$ cat config.mk
export PLATFORM = sky130hd
export DESIGN_NAME = muldiv_sched
export DESIGN_NICKNAME = d
export VERILOG_FILES = /design/src/rtl/md_pkg.sv /design/src/rtl/hilo_reg.sv /design/src/rtl/muldiv_sched.sv
export SDC_FILE = /design/constraint.sdc
export NUM_CORES = 1
export LEC_CHECK = 0
export ABC_CLOCK_PERIOD_IN_PS = 3300
export BUFFER_PORTS_ARGS = -buffer_cell sky130_fd_sc_hd__buf_2
export CORE_UTILIZATION = 35
export DETAILED_ROUTE_END_ITERATION = 10
export SETUP_SLACK_MARGIN = 0.1
export SLEW_MARGIN = 20
export SYNTH_ARGS = -nofsm -noshare
export SYNTH_HDL_FRONTEND = slang
export SYNTH_HIERARCHICAL = 1
export SYNTH_SLANG_ARGS = --single-unit
$ cat constraint.sdc
create_clock -name clk -period 3.3 [get_ports clk]
set_clock_uncertainty 0.05 [all_clocks]
set_input_delay 0.33 -clock clk [delete_from_list [all_inputs] [get_ports clk]]
set_output_delay 0.33 -clock clk [all_outputs]
set_load 0.005 [all_outputs]
$ cat src/rtl/md_pkg.sv
// Shared definitions for the HI/LO sequencer: op codes, FSM encoding, defaults.
// Latency: n/a (package only).
// Backpressure: n/a (package only).
package md_pkg;

    localparam int XLEN = 32;

    // Default watchdog limit on cycles spent waiting for a unit's ready
    localparam int MAX_CYCLES_DEF = 40;

    // HI/LO-class op codes; 6 and 7 are ignored by the sequencer
    localparam logic [2:0] OP_MULT  = 3'd0;
    localparam logic [2:0] OP_MULTU = 3'd1;
    localparam logic [2:0] OP_DIV   = 3'd2;
    localparam logic [2:0] OP_DIVU  = 3'd3;
    localparam logic [2:0] OP_MTHI  = 3'd4;
    localparam logic [2:0] OP_MTLO  = 3'd5;

    // Sequencer FSM encoding
    localparam logic [1:0] ST_IDLE     = 2'd0;
    localparam logic [1:0] ST_MUL_BUSY = 2'd1;
    localparam logic [1:0] ST_DIV_BUSY = 2'd2;
    localparam logic [1:0] ST_DONE     = 2'd3;

    // MULT and DIV are signed; MULTU and DIVU unsigned
    function automatic logic op_is_signed(input logic [2:0] code);
        return (code == OP_MULT) || (code == OP_DIV);
    endfunction

endpackage

$ cat src/rtl/hilo_reg.sv
// Architectural HI/LO register pair with independent and joint write ports.
// Latency: a write at edge n is visible on o_hi/o_lo in cycle n+1.
// Backpressure: none, every write enable is honoured the cycle it is asserted.
//
// Ports: clk, rst (sync, active-high); i_hi_we/i_hi_d, i_lo_we/i_lo_d single-half
// writes; i_joint_we/i_joint_d 64-bit {HI,LO} write (wins over the halves);
// o_hi, o_lo current values.
module hilo_reg
    import md_pkg::*;
(
    input  logic              clk,
    input  logic              rst,
    input  logic              i_hi_we,
    input  logic [XLEN-1:0]   i_hi_d,
    input  logic              i_lo_we,
    input  logic [XLEN-1:0]   i_lo_d,
    input  logic              i_joint_we,
    input  logic [2*XLEN-1:0] i_joint_d,
    output logic [XLEN-1:0]   o_hi,
    output logic [XLEN-1:0]   o_lo
);

    logic [XLEN-1:0] r_hi;
    logic [XLEN-1:0] r_lo;

    always_ff @(posedge clk) begin
        if (rst) begin
            r_hi <= '0;
            r_lo <= '0;
        end else if (i_joint_we) begin
            r_hi <= i_joint_d[2*XLEN-1:XLEN];
            r_lo <= i_joint_d[XLEN-1:0];
        end else begin
            if (i_hi_we) r_hi <= i_hi_d;
            if (i_lo_we) r_lo <= i_lo_d;
        end
    end

    assign o_hi = r_hi;
    assign o_lo = r_lo;

endmodule

$ cat src/rtl/muldiv_sched.sv
// EX-stage sequencer for HI/LO-class ops: starts the iterative mul/div, owns HI/LO.
// Latency: MTHI/MTLO and divide-by-zero 0 stall cycles; MUL/DIV stall = unit latency.
// Backpressure: stall_req holds IF/ID/EX while a unit is busy; a watchdog abandons a stuck unit.
//
// Ports: clk/rst (sync, active-high); op_valid/op_code/op_a/op_b instruction in EX;
// ex_advance EX register loads; flush annuls EX; stall_req; hi_o/lo_o; mul_* and div_*
// start/ready handshakes to the units (div_annul aborts the divider); err_timeout sticky.
module muldiv_sched
    import md_pkg::*;
#(
    parameter int MAX_CYCLES = MAX_CYCLES_DEF
) (
    input  logic              clk,
    input  logic              rst,
    input  logic              op_valid,
    input  logic [2:0]        op_code,
    input  logic [XLEN-1:0]   op_a,
    input  logic [XLEN-1:0]   op_b,
    input  logic              ex_advance,
    input  logic              flush,
    output logic              stall_req,
    output logic [XLEN-1:0]   hi_o,
    output logic [XLEN-1:0]   lo_o,
    output logic              mul_start,
    output logic              mul_signed,
    output logic [XLEN-1:0]   mul_a,
    output logic [XLEN-1:0]   mul_b,
    input  logic              mul_ready,
    input  logic [2*XLEN-1:0] mul_result,
    output logic              div_start,
    output logic              div_signed,
    output logic              div_annul,
    output logic [XLEN-1:0]   div_a,
    output logic [XLEN-1:0]   div_b,
    input  logic              div_ready,
    input  logic [2*XLEN-1:0] div_result,
    output logic              err_timeout
);

    localparam int CW = $clog2(MAX_CYCLES + 1);

    logic [1:0]      r_state;
    logic [1:0]      w_state_nxt;
    logic [XLEN-1:0] r_a;
    logic [XLEN-1:0] r_b;
    logic            r_signed;
    logic [CW-1:0]   r_wd_cnt;
    logic            r_err;

    logic w_idle, w_mul_busy, w_div_busy, w_busy;
    logic w_is_mul, w_is_div, w_take;
    logic w_acc_mul, w_acc_div, w_div_zero, w_mthi, w_mtlo, w_instant;
    logic w_ready, w_timeout, w_commit;
    logic [2*XLEN-1:0] w_joint_d;

    assign w_idle     = (r_state == ST_IDLE);
    assign w_mul_busy = (r_state == ST_MUL_BUSY);
    assign w_div_busy = (r_state == ST_DIV_BUSY);
    assign w_busy     = w_mul_busy | w_div_busy;

    // Decode of the instruction offered in IDLE; a flush annuls it before acceptance
    assign w_is_mul   = (op_code == OP_MULT) || (op_code == OP_MULTU);
    assign w_is_div   = (op_code == OP_DIV)  || (op_code == OP_DIVU);
    assign w_take     = w_idle & op_valid & ~flush;
    assign w_acc_mul  = w_take & w_is_mul;
    assign w_acc_div  = w_take & w_is_div & (op_b != '0);
    assign w_div_zero = w_take & w_is_div & (op_b == '0);
    assign w_mthi     = w_take & (op_code == OP_MTHI);
    assign w_mtlo     = w_take & (op_code == OP_MTLO);
    assign w_instant  = w_div_zero | w_mthi | w_mtlo;

    assign w_ready = (w_mul_busy & mul_ready) | (w_div_busy & div_ready);

    // Watchdog outranks a same-cycle ready; flush outranks both
    assign w_timeout = w_busy & ~flush & (r_wd_cnt == CW'(MAX_CYCLES - 1));
    assign w_commit  = w_busy & ~flush & ~w_timeout & w_ready;

    assign stall_req = w_acc_mul | w_acc_div | (w_busy & ~w_ready & ~flush & ~w_timeout);

    // Start is a level held for the whole operation; operands come straight from
    // EX in the accept cycle and from the latches afterwards so they never move.
    assign mul_start  = w_acc_mul | (w_mul_busy & ~flush);
    assign div_start  = w_acc_div | (w_div_busy & ~flush);
    assign div_annul  = w_div_busy & (flush | w_timeout);
    assign mul_a      = w_idle ? op_a : r_a;
    assign mul_b      = w_idle ? op_b : r_b;
    assign mul_signed = w_idle ? op_is_signed(op_code) : r_signed;
    assign div_a      = mul_a;
    assign div_b      = mul_b;
    assign div_signed = mul_signed;

    assign err_timeout = r_err;

    // Ops that complete in the accept cycle skip DONE when EX advances on the same
    // edge, so a back-to-back HI/LO op in the next slot is not mistaken for a replay.
    always_comb begin
        w_state_nxt = r_state;
        if (flush) begin
            w_state_nxt = ST_IDLE;
        end else begin
            case (r_state)
                ST_IDLE: begin
                    if (w_acc_mul)      w_state_nxt = ST_MUL_BUSY;
                    else if (w_acc_div) w_state_nxt = ST_DIV_BUSY;
                    else if (w_instant) w_state_nxt = ex_advance ? ST_IDLE : ST_DONE;
                end
                ST_MUL_BUSY, ST_DIV_BUSY: begin
                    if (w_timeout)    w_state_nxt = ST_IDLE;
                    else if (w_ready) w_state_nxt = ex_advance ? ST_IDLE : ST_DONE;
                end
                ST_DONE: begin
                    if (ex_advance) w_state_nxt = ST_IDLE;
                end
                default: w_state_nxt = ST_IDLE;
            endcase
        end
    end

    always_ff @(posedge clk) begin
        if (rst) begin
            r_state  <= ST_IDLE;
            r_a      <= '0;
            r_b      <= '0;
            r_signed <= 1'b0;
            r_wd_cnt <= '0;
            r_err    <= 1'b0;
        end else begin
            r_state <= w_state_nxt;
            if (w_acc_mul | w_acc_div) begin
                r_a      <= op_a;
                r_b      <= op_b;
                r_signed <= op_is_signed(op_code);
                r_wd_cnt <= '0;
            end else if (w_busy) begin
                r_wd_cnt <= r_wd_cnt + CW'(1);
            end
            if (w_timeout) r_err <= 1'b1;
        end
    end

    assign w_joint_d = w_div_zero ? {op_a, {XLEN{1'b1}}} : (w_mul_busy ? mul_result : div_result);

    hilo_reg u_hilo (
        .clk        (clk),
        .rst        (rst),
        .i_hi_we    (w_mthi),
        .i_hi_d     (op_a),
        .i_lo_we    (w_mtlo),
        .i_lo_d     (op_a),
        .i_joint_we (w_div_zero | w_commit),
        .i_joint_d  (w_joint_d),
        .o_hi       (hi_o),
        .o_lo       (lo_o)
    );

endmodule
== Word-level counts from Yosys, hierarchy flattened ==
Index checks and enable logic that the tools add are counted.
Cells by class
  multiplexer cells: 17
  add/sub/neg operators: 1
  reductions and logical operators: 13
  equal/unequal tests: 12
  bitwise logic cells: 33
Operators with widths (number)
  2-to-1 mux 32 bit: 6
  2-to-1 mux 64 bit: 2
  zero test 32 bit: 1
  nonzero test 32 bit: 1
  AND 1 bit: 20
  2-to-1 mux 2 bit: 7
  OR 1 bit: 10
  adder 6 x 1 -> 6 bit, second input constant: 1
  equality test 3 x 2 -> 1 bit, second input constant: 2
  equality test 3 bit, second input constant: 2
  equality test 6 bit, second input constant: 1
  case mux 2 bit (3 select lines): 1
  OR reduction 2 bit: 3
  equality test 2 bit, second input constant: 2
  != test 4 x 1 -> 1 bit, second input constant: 1
  nonzero test 2 bit: 2
  equality test 3 x 1 -> 1 bit, second input constant: 1
  zero test 3 bit: 1
  logical OR 1 bit: 3
  != test 3 bit, second input constant: 1
  NOT 1 bit: 3
  AND reduction 3 bit: 1
  equality test 2 x 1 -> 1 bit, second input constant: 1
  zero test 2 bit: 1
  other kinds (2): 2
Word-level totals
  bits in registers: 138
  bits of input ports: 202
  word-level logic and storage cells: 84
  output and inout port bits: 199

== Depth between registers and ports, before layout ==
Gate-level depths: netlist (run 1).
  depth after elaboration: 11
  gate-level depth with buffers: 12
  mapped depth without buffers: 9

== Hierarchy ==
Netlist (run 1), hierarchy kept.
Modules (own cells, without submodules)
  muldiv_sched: area each 5336.4 um^2, times used 1, cells each 690, sequential area each 1481.4 um^2
  hilo_reg: area each 3224.3 um^2, times used 1, cells each 285, sequential area each 1281.2 um^2

== Worst setup path after synthesis (run 1) ==
Ideal clock, no wire load.
  path kind: register to register
  start: reg r_state[0]
  end: reg u_hilo.r_lo[11], in the netlist u_hilo/o_lo[11]
  data required time: 3113 ps
  arrival time: 2226 ps
  setup time: 137 ps
  setup slack: 886 ps
  path buffers: 4
  period minus slack after synthesis: 2414 ps
  stages on the path, launching flop included: 13
  cells stage by stage: dfxtp_1 inv_1 ha_1 and4bb_2 nand2_1 or3_1 buf_2 buf_2 o21ai_0 buf_6 clkbuf_1 nor2b_1 a211oi_2
Between the ends
  longest elaborated chain between the ends: 9
  elaborated cells between the ends (all ways): 22
  classes of those cells: 2 x eq/ne; 3 x mux; 15 x bitwise; 2 x reduce/logical
Ends and longest elaborated chain
  start: declaration: RTL line muldiv_sched.sv:42  | logic [1:0] r_state;
  start signal: assignment: RTL line muldiv_sched.sv:128  | r_state <= w_state_nxt;
  equality test 2 x 1 -> 1 bit or equality test 2 bit (tied branches): RTL line muldiv_sched.sv:57, muldiv_sched.sv:58
  OR 1 bit: RTL line muldiv_sched.sv:59  | assign w_busy = w_mul_busy | w_div_busy;
  AND 1 bit: RTL line muldiv_sched.sv:75, muldiv_sched.sv:76
  AND 1 bit: RTL line muldiv_sched.sv:75  | assign w_timeout = w_busy & ~flush & (r_wd_cnt == CW'(MAX_CYCLES - 1));
  NOT 1 bit: RTL line muldiv_sched.sv:76  | assign w_commit = w_busy & ~flush & ~w_timeout & w_ready;
  AND 1 bit (2 in a row): RTL line muldiv_sched.sv:76
  OR 1 bit: RTL line muldiv_sched.sv:150  | .i_joint_we (w_div_zero | w_commit),
  2-to-1 mux 32 bit or nonzero test 2 bit (tied branches)
  end signal: assignment: RTL line hilo_reg.sv:32  | r_lo <= i_joint_d[XLEN-1:0];
  end signal: assignment: RTL line hilo_reg.sv:35  | if (i_lo_we) r_lo <= i_lo_d;
  end: declaration: RTL line hilo_reg.sv:24  | logic [XLEN-1:0] r_lo;
Several ways; a longest one is shown, not always the timed one.
A chain may end at the register's enable or synchronous reset.

== Final worst setup path (run 1) ==
  start: reg r_state[1]
  end: out div_a[30]
Between the ends
  longest elaborated chain between the ends: 2
Ends and longest elaborated chain
  zero test 2 bit: RTL line muldiv_sched.sv:56  | assign w_idle = (r_state == ST_IDLE);
  2-to-1 mux 32 bit: RTL line muldiv_sched.sv:85  | assign mul_a = w_idle ? op_a : r_a;
  end: declaration: RTL line muldiv_sched.sv:33  | output logic [XLEN-1:0] div_a,
Every way passes these cells.

==> results of run 1 <==
==> area by class of cell <==
class                   count  area share (%)
clock buffers              20            4.13
clock inverters            12            1.30
inverters                   8           0.278
multi-input cells         689            44.8
flip-flops and latches    138            25.5
well taps                 319            3.69
repair buffers            417            20.3
==> final timing paths <==
check / end / slack, ns / cells after the start
max: div_a[30] / 0.78 / 5
min: r_b[27]$_SDFFE_PP0P_ / 0.12 / 3
max reg2reg: u_hilo/o_hi[14]$_SDFFE_PP0P_ / 0.86 / 10
min reg2reg: r_a[18]$_SDFFE_PP0P_ / 0.40 / 2
==> flip-flops by register name, summed over array words and instances (netlist names) <==
register and flops:
u_hilo/o_lo 32, r_a 32, u_hilo/o_hi 32, r_signed 1, r_b 32, r_state 2, r_wd_cnt 6, err_timeout 1
==> cells by family after synthesis <==
kind of cell	Yosys count
xor+xnor	5
mux	194
simple gates	306
flops	138
compound gates	178
buf+inv	148
fa+ha+maj	6
==> worst max-delay path: cells and delay by family (launching register included) <==
family | cells | cell delay [ns]
flip-flops | 1 | 0.35
multiplexers | 1 | 0.43
adder cells (fa/ha/maj) | 1 | 0.18
buffers and inverters | 3 | 0.72
==> synthesized netlist by cell type, types with 2 or more instances <==
library cell	number	area (um^2)
nand2_1	172	646
buf_4	68	510
nand4_1	5	31.3
nor2_1	48	180
buf_2	20	100
a211oi_1	28	210
nand2b_1	2	12.5
xor2_1	3	26.3
a21oi_1	100	500
inv_1	7	26.3
buf_8	3	45.0
mux2_2	65	732
ha_1	6	75.1
nor4_1	8	50.1
clkbuf_1	29	109
o21ai_0	5	25.0
buf_6	7	78.8
a211oi_2	36	450
mux2i_1	129	1290
xnor2_1	2	17.5
buf_12	6	120
nor2b_1	67	419
buf_1	7	26.3
dfxtp_1	138	2760
==> where the power goes <==
| group | switching, mW | total (mW) | internal (mW) |
|---|---|---|---|
| Sequential | 0.0264 | 1.74 | 1.72 |
| Combinational | 0.480 | 0.940 | 0.461 |
| Clock | 0.792 | 1.94 | 1.14 |
| Total | 1.30 | 4.62 | 3.32 |
==> routing by layer <==
layer,GRT usage [%],part of all wire [%]
met1,25.0,44
met2,36.3,50
met3,4.60,4.8
met4,5.54,1.3
met5,0,0.049
==> metrics by stage <==
step | hold slack (ns) | total power, mW | setup slack (ns)
finish | 0.117 | 4.62 | 0.778
floorplan | 0.384 | 2.38 | 0.886
detailed placement | 0.396 | 2.73 | 0.600
global placement | 0.389 | 2.72 | 0.688
global route | 0.0945 | 4.86 | 0.597
CTS | 0.0947 | 4.68 | 0.740
==> impl_metrics.json, run 1 <==
{
  "critPathRequiredTime_ns": 2.92,
  "port_buffers": 400,
  "cts_tree": "yes",
  "startpoint_type": "flip-flop",
  "yosys.area_share.simple_pct": 16.0,
  "async_flop_share_pct": 0,
  "vias": 7795,
  "final_cell_mix": "buf_2, nand2_1, dfxtp_1",
  "cts_root_buffer": "clkbuf_16",
  "setup_violations": 0,
  "synth_top_family_by_area": "multiplexers",
  "muxShareOfSynthArea_pct": 23.6,
  "dpl.cell_count": 1571,
  "multi_input_area_um2": 4840,
  "antenna_found_initial": 1,
  "overflow": 0,
  "place_area_um2": 10200,
  "clk_path_buf_depth": 2,
  "drive_gt1_share_pct": 43.5,
  "die_w_um": 158,
  "synth_warnings": 6,
  "worst_slew_pin_slew_ns": 0.880,
  "p_leak_nw": 4.57,
  "fin_setup_tns_ns": 0,
  "globalplace.congestion": 0.789,
  "first_pass_iters": 5,
  "synthToLayoutAreaGrowth_pct": 26.4,
  "cts.clk_slew.worst_paths_ns": 0.06,
  "status": "complete, no violations",
  "dieArea_um2": 25100,
  "grt_max_degree": 67,
  "ant_nets": 0,
  "dp_hpwl_mm": 19.2,
  "synth-xor-area-share_pct": 0.512,
  "clock.fmax_mhz": 397,
  "totalWireLength_mm": 26.6,
  "fin_crit_sh_pct": 76.4,
  "syn_inst": 975,
  "dr.first_iter.drc_count": 326,
  "vdd_ir_drop_max_mv": 0.246,
  "crit_start": "r_state[1]$_SDFFE_PP0P_",
  "utilization_pct": 45.5,
  "cts_sinks": 138,
  "initial_core_util_pct": 36.0,
  "cts_setup_buffers": 0,
  "period_needed_ns": 2.52,
  "ys_seq_elements": 138,
  "critical_path_class": "reg2out",
  "synth_area_um2": 8560,
  "ctsHtreeMaxLevel": 4,
  "regArea_um2": 2760,
  "critPathSlowestCell": "mux2_2",
  "avgSynthCellArea_um2": 8.78,
  "grt_pass1_vias": 7106,
  "hold_path.startpoint": "op_b[27]",
  "fin_cells": 1603,
  "slew_headroom_pct": 41.3,
  "synth_edf_count": 0,
  "io_pins": 401,
  "cts_resized": 0,
  "grt_usage_pct": 20.6,
  "diodes": 0,
  "cp_max_fo": 35,
  "cts_buffers": 17,
  "core-area_um2": 23800,
  "slowest_delay_ns": 0.43,
  "die_h_um": 158,
  "holdCritPathClass": "in2reg",
  "finalHoldViolations": 0,
  "maxCapViolCount": 0,
  "report.final.slew_viol_count": 0,
  "drc": 0,
  "synth_ff_type": "dfxtp_1",
  "clock_latency_ns": 0.42,
  "ctsHoldBuffers": 0,
  "synthesis.nets": 1183,
  "path_cells": "inv_1 -> ha_4 -> buf_4 -> mux2_2 -> buf_2",
  "rsz0062_at_grt": "no",
  "nNetsFinal": 1479,
  "final_common_cell": "buf_2",
  "critPathArrivalTime_ns": 2.14,
  "final_cell_area_um2": 10800,
  "end_kind": "primary output",
  "n_fill_cell": 2377,
  "row_count": 56,
  "synth_fa_ha_area_share_pct": 0.877,
  "ys_seq_area_share_pct": 32.3,
  "worstReg2RegStart": "r_state[1]$_SDFFE_PP0P_",
  "viasPerCell": 4.86,
  "grt_pass1_wl_mm": 39.3,
  "ys_types": 38,
  "routedWlPerCell_um": 16.6,
  "power_density_nw_per_um2": 427,
  "synth_compound_area_share_pct": 14.7
}
Note: power is estimated with default switching activity, not from simulation.
==> inputs of run 2 (changes only) <==
ABC_CLOCK_PERIOD_IN_PS = 2500   (was 3300)
clock period = 2.5 ns   (was 3.3 ns; I/O delays follow)
==> impl_metrics.json, run 2 (synthesis gave the netlist of run 1 again) <==
{
  "clock_latency_ns": 0.41,
  "core-area_um2": 23800,
  "die_h_um": 158,
  "nNetsFinal": 1492,
  "end_kind": "flip-flop",
  "critPathArrivalTime_ns": 2.54,
  "report.final.slew_viol_count": 0,
  "cts_root_buffer": "clkbuf_16",
  "critical_path_class": "reg2reg",
  "io_pins": 401,
  "antenna_found_initial": 1,
  "ant_nets": 0,
  "drive_gt1_share_pct": 44.7,
  "switching_share_pct": 28.5,
  "vdd_ir_drop_max_mv": 0.403,
  "setup_violations": 0,
  "power_density_nw_per_um2": 546,
  "critPathRequiredTime_ns": 2.74,
  "path_cells": "inv_2 -> ha_4 -> and4bb_4 -> nand2_1 -> or3_4 -> o21ai_4 -> buf_12 -> nor2b_1 -> a211oi_2",
  "drc": 0,
  "seqPwrFrac_pct": 38.2,
  "p_leak_nw": 4.66,
  "cts_tree": "yes",
  "dr.first_iter.drc_count": 404,
  "clock.fmax_mhz": 435,
  "switchingPower_mw": 1.72,
  "port_buffers": 400,
  "setup_ws_ns": 0.202,
  "cts_buffers": 17,
  "cts_sinks": 138,
  "overflow": 0,
  "clk_path_buf_depth": 2,
  "period_needed_ns": 2.30,
  "startpoint_type": "flip-flop",
  "totalWireLength_mm": 27.7,
  "holdCritPathClass": "in2reg",
  "dpl.cell_count": 1577,
  "ctsHtreeMaxLevel": 4,
  "preCtsSetupSlack_ns": 0.0695,
  "synthToLayoutAreaGrowth_pct": 28.8,
  "pwr-share-clk_pct": 40.4,
  "p_int_mw": 4.30,
  "maxCapViolCount": 0,
  "finalHoldViolations": 0,
  "vias": 7874,
  "power_frac_comb_pct": 21.4,
  "row_count": 56,
  "grt_usage_pct": 21.2,
  "dp_hpwl_mm": 19.8,
  "worst_slew_pin_slew_ns": 0.623,
  "final_common_cell": "buf_2",
  "fin_crit_sh_pct": 91.9,
  "slowest_delay_ns": 0.40,
  "rsz0062_at_grt": "yes",
  "initial_core_util_pct": 36.0,
  "viasPerCell": 4.87,
  "grt_pass1_vias": 7310,
  "routedWlPerCell_um": 17.1,
  "fin_cells": 1617,
  "grt_pass1_wl_mm": 40.3,
  "globalplace.congestion": 0.808,
  "grt_max_degree": 97,
  "final_cell_mix": "buf_2, nand2_1, dfxtp_1",
  "first_pass_iters": 5,
  "cp_max_fo": 64,
  "cts.clk_slew.worst_paths_ns": 0.07,
  "slew_headroom_pct": 58.5,
  "fin_setup_tns_ns": 0,
  "status": "complete, no violations",
  "die_w_um": 158,
  "critPathSlowestCell": "or3_4",
  "dieArea_um2": 25100
}
## run 2: cell count changes in the layout (fill, tap and decap cells not counted), moves of 2 or more
cell	change
inv_2	+2
buf_12	+5
buf_4	+5
clkinv_4	-2
clkinvlp_4	+2
a211oi_2	+3
clkinv_2	+2
inv_1	-2
a211oi_1	-3
## run 2: power by group through the flow
stage	Combinational, mW	Sequential (mW)	Clock (mW)
5_1_grt	1.42	2.31	2.59
6_report	1.29	2.30	2.43
3_5_place_dp	1.28	2.35	0
2_1_floorplan	0.800	2.34	0
4_1_cts	1.30	2.30	2.50
3_3_place_gp	1.28	2.35	0
## run 2: final timing paths
| path | from | end | slack, ns | depth (start not counted) |
|---|---|---|---|---|
| setup / recovery | r_state[1]$_SDFFE_PP0P_ | u_hilo/o_hi[5]$_SDFFE_PP0P_ | 0.20 | 9 |
| hold / removal | op_b[21] | r_b[21]$_SDFFE_PP0P_ | 0.03 | 3 |
| setup reg to reg | r_state[1]$_SDFFE_PP0P_ | u_hilo/o_hi[5]$_SDFFE_PP0P_ | 0.20 | 9 |
| hold reg to reg | r_a[3]$_SDFFE_PP0P_ | r_a[3]$_SDFFE_PP0P_ | 0.40 | 2 |
## run 2: area by class of cell
cell class | count | area (um^2)
Inverter | 8 | 30.0
Timing Repair Buffer | 430 | 2400
Fill cell | 2348 | 12700
Antenna cell | 1 | 2.50
Sequential cell | 138 | 2760
Clock buffer | 19 | 443
Clock inverter | 13 | 118
Tap cell | 319 | 399
Multi-Input combinational cell | 689 | 4870
## run 2: layer usage
metal / track usage, % / wire, um / up-vias
li1: - / - / 3910
met1: 24.4 / 11800 / 3682
met2: 39.7 / 14300 / 263
met3: 4.52 / 1370 / 19
met4: 4.95 / 303 / 0
met5: 0 / 0 / -
## run 2: metrics by stage
| stage | utilization [%] | power, mW | hold WS (ns) | cell area (um^2) |
|---|---|---|---|---|
| 6_report | 46.4 | 6.02 | 0.0346 | 11000 |
| 5_1_grt | 46.4 | 6.31 | 0.0140 | 11000 |
| 4_1_cts | 46.0 | 6.09 | 0.00858 | 10900 |
| 3_5_place_dp | 43.6 | 3.63 | 0.394 | 10400 |
| 3_3_place_gp | 43.6 | 3.62 | 0.390 | 10400 |
| 2_1_floorplan | - | 3.14 | 0.336 | 8560 |
## run 2: timing repair
action | CTS | global route
gates cloned | 0 | 1
resized for setup | 2 | 11
buffers inserted | 2 | 4
endpoints found under the hold margin | 0 | 0
endpoints found under the setup margin | 66 | 72
pin swaps | 0 | 2
hold buffers | 0 | 0
## run 2: worst max-delay path, delay by kind of cell, from the launching register on
| family | cells | cell delay [ns] |
|---|---|---|
| AO/OA/AOI/OAI | 2 | 0.18 |
| buffers and inverters | 2 | 0.39 |
| adder cells (fa/ha/maj) | 1 | 0.20 |
| flip-flops | 1 | 0.35 |
| AND/OR/NAND/NOR | 4 | 0.97 |
==> inputs of run 3 (changes only) <==
BUFFER_PORTS_ARGS = unset   (was -buffer_cell sky130_fd_sc_hd__buf_2)
CORE_AREA = 2 2 154 156   (was unset)
CORE_UTILIZATION = unset   (was 35)
DIE_AREA = 0 0 156 158   (was unset)
DONT_BUFFER_PORTS = 1   (was unset)
==> impl_metrics.json, run 3 (synthesis gave the netlist of run 1 again) <==
{
  "cts_sinks": 138,
  "row_count": 56,
  "globalplace.congestion": 0.843,
  "hold_ws_ns": -0.143,
  "n_fill_cell": 2326,
  "p_leak_nw": 3.02,
  "grt_usage_pct": 20.0,
  "whs_endpoint": "r_a[27]$_SDFFE_PP0P_",
  "r2r_slack_ns": 0.18,
  "crit_family": "simple AND/OR/NAND/NOR gates",
  "p_int_mw": 4.05,
  "critical_path_class": "reg2reg",
  "grt_pass1_wl_mm": 37.8,
  "startpoint_type": "flip-flop",
  "grt_pass1_vias": 6360,
  "rr_endpoint": "u_hilo/o_lo[6]$_SDFFE_PP0P_",
  "dr.first_iter.drc_count": 387,
  "routedWlPerCell_um": 22.0,
  "rsz0062_at_grt": "no",
  "initial_core_util_pct": 37.1,
  "port_buffers": 0,
  "setup_violations": 0,
  "period_needed_ns": 2.32,
  "utilization_pct": 39.8,
  "status": "complete, but fails checks",
  "violations": "negative hold slack",
  "end_kind": "flip-flop",
  "report.final.slew_viol_count": 0,
  "cts.clk_slew.worst_paths_ns": 0.06,
  "clock_latency_ns": 0.41,
  "maxCapViolCount": 0,
  "critPathSlowestCell": "or3_4",
  "cts_root_buffer": "clkbuf_16",
  "first_pass_iters": 4,
  "overflow": 0,
  "switching_share_pct": 27.5,
  "final_common_cell": "nand2_1",
  "grt_max_degree": 133,
  "critPathRequiredTime_ns": 2.75,
  "vdd_ir_drop_max_mv": 0.350,
  "clk_path_buf_depth": 2,
  "core-area_um2": 23100,
  "dp_hpwl_mm": 17.8,
  "path_buf_inv": 3,
  "ctsHtreeMaxLevel": 4,
  "cts_tree": "yes",
  "cts_buffers": 17,
  "critPathMostFrequentCell": "inv_2",
  "fin_setup_tns_ns": 0,
  "hold_path.startpoint": "rst",
  "slowest_delay_ns": 0.40,
  "power_frac_comb_pct": 14.7,
  "vias": 6729,
  "cts_setup_buffers": 0,
  "met1_usage_pct": 22.8,
  "synthToLayoutAreaGrowth_pct": 7.22,
  "slew_headroom_pct": 66.8,
  "final_cell_mix": "nand2_1, dfxtp_1, mux2i_1",
  "critPathArrivalTime_ns": 2.58,
  "seqPwrFrac_pct": 41.3,
  "fin_crit_sh_pct": 93.0,
  "nNetsFinal": 1108,
  "finalHoldViolations": 79,
  "pwr-share-clk_pct": 44.1,
  "die_h_um": 158,
  "use_met2_pct": 35.3,
  "viasPerCell": 5.58,
  "dieArea_um2": 24600,
  "totalWireLength_mm": 26.5,
  "die_w_um": 156,
  "path_cells": "inv_2 -> ha_4 -> and4bb_4 -> nand2_1 -> or3_4 -> o21ai_4 -> inv_2 -> buf_12 -> a211oi_1",
  "power_density_nw_per_um2": 609,
  "holdCritPathClass": "in2reg",
  "grt_use_met3_pct": 6.19,
  "worst_slew_pin_slew_ns": 0.493,
  "global_route.peak_usage_layer": "met2",
  "hold_depth": 1,
  "cp_max_fo": 34,
  "worstReg2RegStart": "r_state[1]$_SDFFE_PP0P_",
  "drive_gt1_share_pct": 18.5,
  "ff2ff_path_depth": 9,
  "clock.fmax_mhz": 430,
  "switchingPower_mw": 1.54,
  "drc": 0,
  "ant_nets": 0,
  "io_pins": 401,
  "antenna_found_initial": 2
}
-- run 3: changes by cell type in the layout (fill, tap and decap cells not counted), moves of 2 or more --
cell | before | now
buf_2 | 399 | 0
dlygate4sd3_1 | 0 | 24
buf_4 | 18 | 9
a211oi_1 | 25 | 27
a211oi_2 | 39 | 37
a21oi_1 | 99 | 97
a21oi_2 | 1 | 3
clkinv_2 | 3 | 1
-- run 3: worst max path at each step --
stage / cells past startpoint / from / endpoint / slack, ns
floorplan: 12 / r_state[0]$_SDFFE_PP0P_ / u_hilo/o_hi[0]$_SDFFE_PP0P_ / 0.09
global placement: 8 / op_b[26] / u_hilo/o_hi[26]$_SDFFE_PP0P_ / 0.05
detailed placement: 8 / r_state[1]$_SDFFE_PP0P_ / u_hilo/o_lo[6]$_SDFFE_PP0P_ / -0.08
CTS: 5 / r_state[1]$_SDFFE_PP0P_ / div_a[29] / 0.12
global route: 5 / r_state[1]$_SDFFE_PP0P_ / div_a[29] / 0.10
finish: 9 / r_state[1]$_SDFFE_PP0P_ / u_hilo/o_lo[6]$_SDFFE_PP0P_ / 0.18
-- run 3: what timing repair did --
item	4_1_cts	5_1_grt
hold endpoints to repair	132	128
gates cloned	0	1
endpoints found under the setup margin	128	100
hold buffers	4	20
gates resized for setup	6	9
-- run 3: worst reg2reg max path, cell delays in order (launching register included) --
cell and delay [ns]:
dfxtp_1 0.35, inv_2 0.12, ha_4 0.16, and4bb_4 0.29, nand2_1 0.07, or3_4 0.41
o21ai_4 0.15, inv_2 0.12, buf_12 0.18, a211oi_1 0.33
-- run 3: through the flow --
step	hold WS (ns)	power, mW	area, um^2	cells	setup slack (ns)
after floorplan	0.336	3.14	8560	975	0.0935
after global placement	0.280	3.12	8280	1146	0.0523
after detailed placement	0.281	3.13	8280	1146	-0.0767
after CTS	-0.169	5.65	8910	1182	0.117
after global routing	-0.167	5.86	9180	1205	0.105
final	-0.143	5.59	9180	1205	0.176
-- run 3: power by group through the flow --
stage / Clock [mW] / Combinational, mW / Sequential [mW]
global route: 2.65 / 0.897 / 2.32
finish: 2.47 / 0.820 / 2.31
global placement: 0 / 0.764 / 2.36
floorplan: 0 / 0.800 / 2.34
CTS: 2.55 / 0.789 / 2.31
detailed placement: 0 / 0.771 / 2.36
-- run 3: final cells by class --
cell class	count	area [um^2]	area share, %
antenna	2	5.00	0.0545
inverter	8	30.0	0.327
timing repair buffer	46	588	6.41
multi-input combinational	689	4870	53.0
clock buffer	20	447	4.87
clock inverter	12	116	1.27
sequential	138	2760	30.1
tap	290	363	3.95
-- run 3: layer usage --
layer / vias to the layer above / wire, um
li1: 3152 / -
met3: 33 / 2010
met2: 322 / 13300
met5: - / 0
met1: 3222 / 10600
met4: 0 / 607
